==> src/rtl/seq_mult_ctrl_pkg.sv <==
// seq_mult_ctrl_pkg: shared calculator types, count-width helper and default operand width
package seq_mult_ctrl_pkg;
  typedef enum logic [1:0] {IDLE, RUN, DONE} state_t;
  localparam int CALC_W = 4;
  function automatic int cnt_width(input int w);
    return $clog2(w);
  endfunction
  localparam int CNT_W = cnt_width(CALC_W);
endpackage

==> src/rtl/seq_mult_ctrl_pp_gen.sv <==
// pp_gen: partial product = operand gated by one multiplier bit; ports opnd[W], sel, pp[W]
module pp_gen #(
  parameter int W = 4
) (
  input  logic [W-1:0] opnd,
  input  logic         sel,
  output logic [W-1:0] pp
);
  assign pp = opnd & {W{sel}};
endmodule

==> src/rtl/seq_mult_ctrl.sv <==
// seq_mult_ctrl: shift-add multiplier; ports clk, rst_n, start, a[W], b[W] -> busy, done, product[2W]
module seq_mult_ctrl
  import seq_mult_ctrl_pkg::*;
#(
  parameter int W = CALC_W
) (
  input  logic           clk,
  input  logic           rst_n,
  input  logic           start,
  input  logic [W-1:0]   a,
  input  logic [W-1:0]   b,
  output logic           busy,
  output logic           done,
  output logic [2*W-1:0] product
);
  localparam int CW = cnt_width(W);
  state_t state;
  logic [CW-1:0] count;
  logic [W-1:0] a_q, b_q, pp;
  logic [2*W-1:0] pp_ext;
  pp_gen #(.W(W)) u_pp (.opnd(a_q), .sel(b_q[count]), .pp(pp));
  assign pp_ext = {{W{1'b0}}, pp} << count;
  always_ff @(posedge clk or negedge rst_n)
    if (!rst_n) begin
      state   <= IDLE;
      count   <= '0;
      a_q     <= '0;
      b_q     <= '0;
      product <= '0;
      busy    <= 1'b0;
      done    <= 1'b0;
    end else
      case (state)
        IDLE: if (start) begin
          a_q     <= a;
          b_q     <= b;
          product <= '0;
          count   <= '0;
          busy    <= 1'b1;
          state   <= RUN;
        end
        RUN: begin
          product <= product + pp_ext;
          count   <= count + CW'(1);
          if (count == CW'(W - 1)) begin
            state <= DONE;
            done  <= 1'b1;
          end
        end
        DONE: begin
          state <= IDLE;
          done  <= 1'b0;
          busy  <= 1'b0;
        end
        default: begin
          state <= IDLE;
          busy  <= 1'b0;
          done  <= 1'b0;
        end
      endcase
endmodule

==> config.mk <==
export PLATFORM = sky130hd
export DESIGN_NAME = seq_mult_ctrl
export DESIGN_NICKNAME = d
export VERILOG_FILES = /design/src/rtl/seq_mult_ctrl_pkg.sv /design/src/rtl/seq_mult_ctrl_pp_gen.sv /design/src/rtl/seq_mult_ctrl.sv
export SDC_FILE = /design/constraint.sdc
export NUM_CORES = 1
export LEC_CHECK = 0
export CORE_UTILIZATION = 52
export CTS_CLUSTER_SIZE = 20
export DETAILED_ROUTE_END_ITERATION = 8
export PLACE_DENSITY = 0.76
export RECOVER_POWER = 50
export SLEW_MARGIN = 20
export SYNTH_ARGS = -nofsm -noshare
export SYNTH_HDL_FRONTEND = slang
export SYNTH_HIERARCHICAL = 1
export SYNTH_SLANG_ARGS = --single-unit
==> constraint.sdc <==
create_clock -name clk -period 3.4 [get_ports clk]
set_clock_uncertainty 0.15 [all_clocks]
set_input_delay 0.68 -clock clk [delete_from_list [all_inputs] [get_ports clk]]
set_output_delay 0.68 -clock clk [all_outputs]
set_load 0.01 [all_outputs]
==> results.md <==
* Detail Route Antenna Nets at 0
* Global route overflow at 0
* Synthesis-to-finish area growth at 19.9%
* Routed wire length per instance at 14.7 µm
* Antenna diode count at 0
* Period Utilization, post-route at 0.842
* Req. time, crit path at 3480 ps
* Share of cells above drive strength 1 at 0.138
* Final net count at 159
* Cells after synthesis at 115
* Core ar. at 2250 µm²
* Synth unique cells at 37
* H-tree depth at 1
* Max-Cap Viols at 0
* Min Tclk post-route at 2860 ps
* Most common cell after layout, fill and taps aside: dfrtp_1
* Gpl congestion at 0.797
* Post-route cell area at 1530 µm²
* Die height at 51.5 µm
* Final core occ at 0.676
* Cell taking the most area after synthesis: dfrtp_1
* Crit-path max cell delay at 570 ps
* CP Capture Type: flop
* Top-Level Pins at 21
* DR DRC count at 0
* PD cells at 1040 nW/µm²
* CTS tree: done
* # rows at 17
* Fin. max-slew vios at 0
* Clk slew on worst S/H paths at 120 ps
* Vias in the first global route at 981
* Post-synth ARST share at 1.00
* Syn Nets at 135
* Die W at 51.5 µm
* Vias at 959
* Root Buffer Master: clkbuf_4
* Setup WS post-layout at 537 ps
* LEAKAGE at 0.662 nW
* Hold-fix buffers, CTS at 0
* Synth Flop Type: dfrtp_1
* GRT Total Usage at 0.207
* Inserted Clock Buffers at 3
* Initial antenna violation count at 0
* Buffers added on ports at 20
* Post-Layout Cell Count at 166
* Starting Density at 0.564
* First DRT Iteration DRCs at 16
* CTS Buffer Depth at 2
* CTS Sinks at 22
* Area of the mapped netlist at 1270 µm²
* Global-route wire length before repair at 4130 µm
* Most frequent cells in the layout: dfrtp_1, clkdlybuf4s50_1, mux2_2
* Most used cell, CP: nand2_1
* WP buf/inv at 0
* Synthesized area per cell at 11.1 µm²
* Peak Freq at 349 MHz
* Final Setup Violations at 0
* Synth area leaders: dfrtp_1, mux2_2, ha_1, mux2i_1, nand2_1
* Post CTS Setup Buffer Count at 0
* Place WS at 574 ps
* Area share of the largest cell type after synthesis at 0.433
* Status: complete, no violations
* Hold Fails Final Rpt at 0
* Unrepaired setup endpoints after global routing: false
* Largest net degree at the start of global routing at 23
* Relative slew slack at 0.206
* Data arrival time of the critical path at 2940 ps
* Drt first pass iters at 4
* Dpl cells at 162
* Full die area at 2650 µm²
* Actual slew at the worst max-slew pin at 1190 ps
* Fillers at 196
* HPWL Detailed at 1880 µm
* Slowest cell on crit path: dfrtp_1
* #FFs+latches synth at 22
* EDFF count, synth at 0
* Crit path launch type: flop
* Routed vias/inst at 5.78
* Delay-heaviest family, CP: multiplexers
* Final WL at 2430 µm
* Cell Chain, Critical Path: mux4_2 -> and2_1 -> mux2_2 -> nand2_1 -> o21ai_0 -> ha_1 -> a211oi_1 -> nand2_1 -> o221ai_1 -> mux2i_1
* Setup TNS Final at 0 ps
* Sequential fraction of the synthesis area at 0.433
* Worst hold path class: flop to flop
* Critical Path Fanout Max at 11
* Syn. warnings at 6
* Cts repair resizes at 0
* Peak VDD IR at 0.000602 V
* Clock Latency Late Sink at 310 ps
* Post-DP Area at 1510 µm²
* CP Class: flop to flop
[layout make-up]
class / instances / area [µm²] / share of cell area
Multi-Input combinational cell: 89 / 698 / 0.458
Sequential cell: 22 / 551 / 0.361
Clock buffer: 4 / 36.3 / 0.0238
Tap cell: 28 / 35.0 / 0.0230
Inverter: 1 / 3.75 / 0.00246
Timing Repair Buffer: 22 / 201 / 0.132
[power breakdown]
group          total (W)  leakage [nW]  switching, W  internal [W]
sequential      0.000489         0.267      0.000100      0.000389
clock           0.000148        0.0210     0.0000825     0.0000652
combinational   0.000954         0.374      0.000469      0.000485
[synthesized netlist by cell type, drive strengths merged (2+ instances only)]
cell type,count
nor3b,3
a21o,3
nor2,6
nand2b,2
a22o,3
dfrtp,22
buf,2
xnor2,2
ha,8
and2,5
mux2,11
o31ai,2
o21ai,9
a211oi,5
a21oi,3
nand2,10
mux2i,4
[cell families (layout without fill, tap and decap cells)]
| logic type | count (synthesis) | count (layout) | synth area share |
|---|---|---|---|
| simple gates | 32 | 32 | 0.129 |
| compound gates | 30 | 30 | 0.168 |
| flops | 22 | 22 | 0.433 |
| mux | 16 | 16 | 0.147 |
| fa+ha+maj | 9 | 9 | 0.0944 |
| buf+inv | 4 | 27 | 0.0157 |
| xor+xnor | 2 | 2 | 0.0138 |
[per-layer routing]
| layer | wire (µm) | global-route usage | up-vias |
|---|---|---|---|
| li1 | - | - | 472 |
| met1 | 1110 | 0.247 | 473 |
| met2 | 1270 | 0.381 | 12 |
| met3 | 50 | 0.0327 | 2 |
| met4 | 9 | 0.0541 | 0 |
| met5 | 0 | 0 | - |
[final timing paths]
kind,startpoint,end,slack [ps],depth (start not counted)
max,count[1],product[7],540,10
min,product[7],product[7],350,1
max reg2reg,count[1],product[7],540,10
min reg2reg,product[7],product[7],350,1
max in group asynchronous,rst_n,b_q[1],1960,1
min in group asynchronous,rst_n,product[5],420,1
[per-stage QoR]
stage          hold WS [ps]  total power (W)
4_1_cts                 361          0.00162
6_report                347          0.00159
5_1_grt                 376          0.00171
3_5_place_dp            335          0.00146
2_1_floorplan           234          0.00118
3_3_place_gp            316          0.00143
[worst register-to-register path, cell delays in order (launching register included)]
cell and delay, ps:
dfrtp_1 570, mux4_2 390, and2_1 180, mux2_2 280
nand2_1 60, o21ai_0 110, ha_1 270, a211oi_1 270
nand2_1 70, o221ai_1 240, mux2i_1 220
[state kept, by name (all words and copies together), names as in the netlist]
name,cells
product,8
a_q,4
b_q,4
count,2
state,2
busy,1
done,1
(Power assumes the default switching activity.)
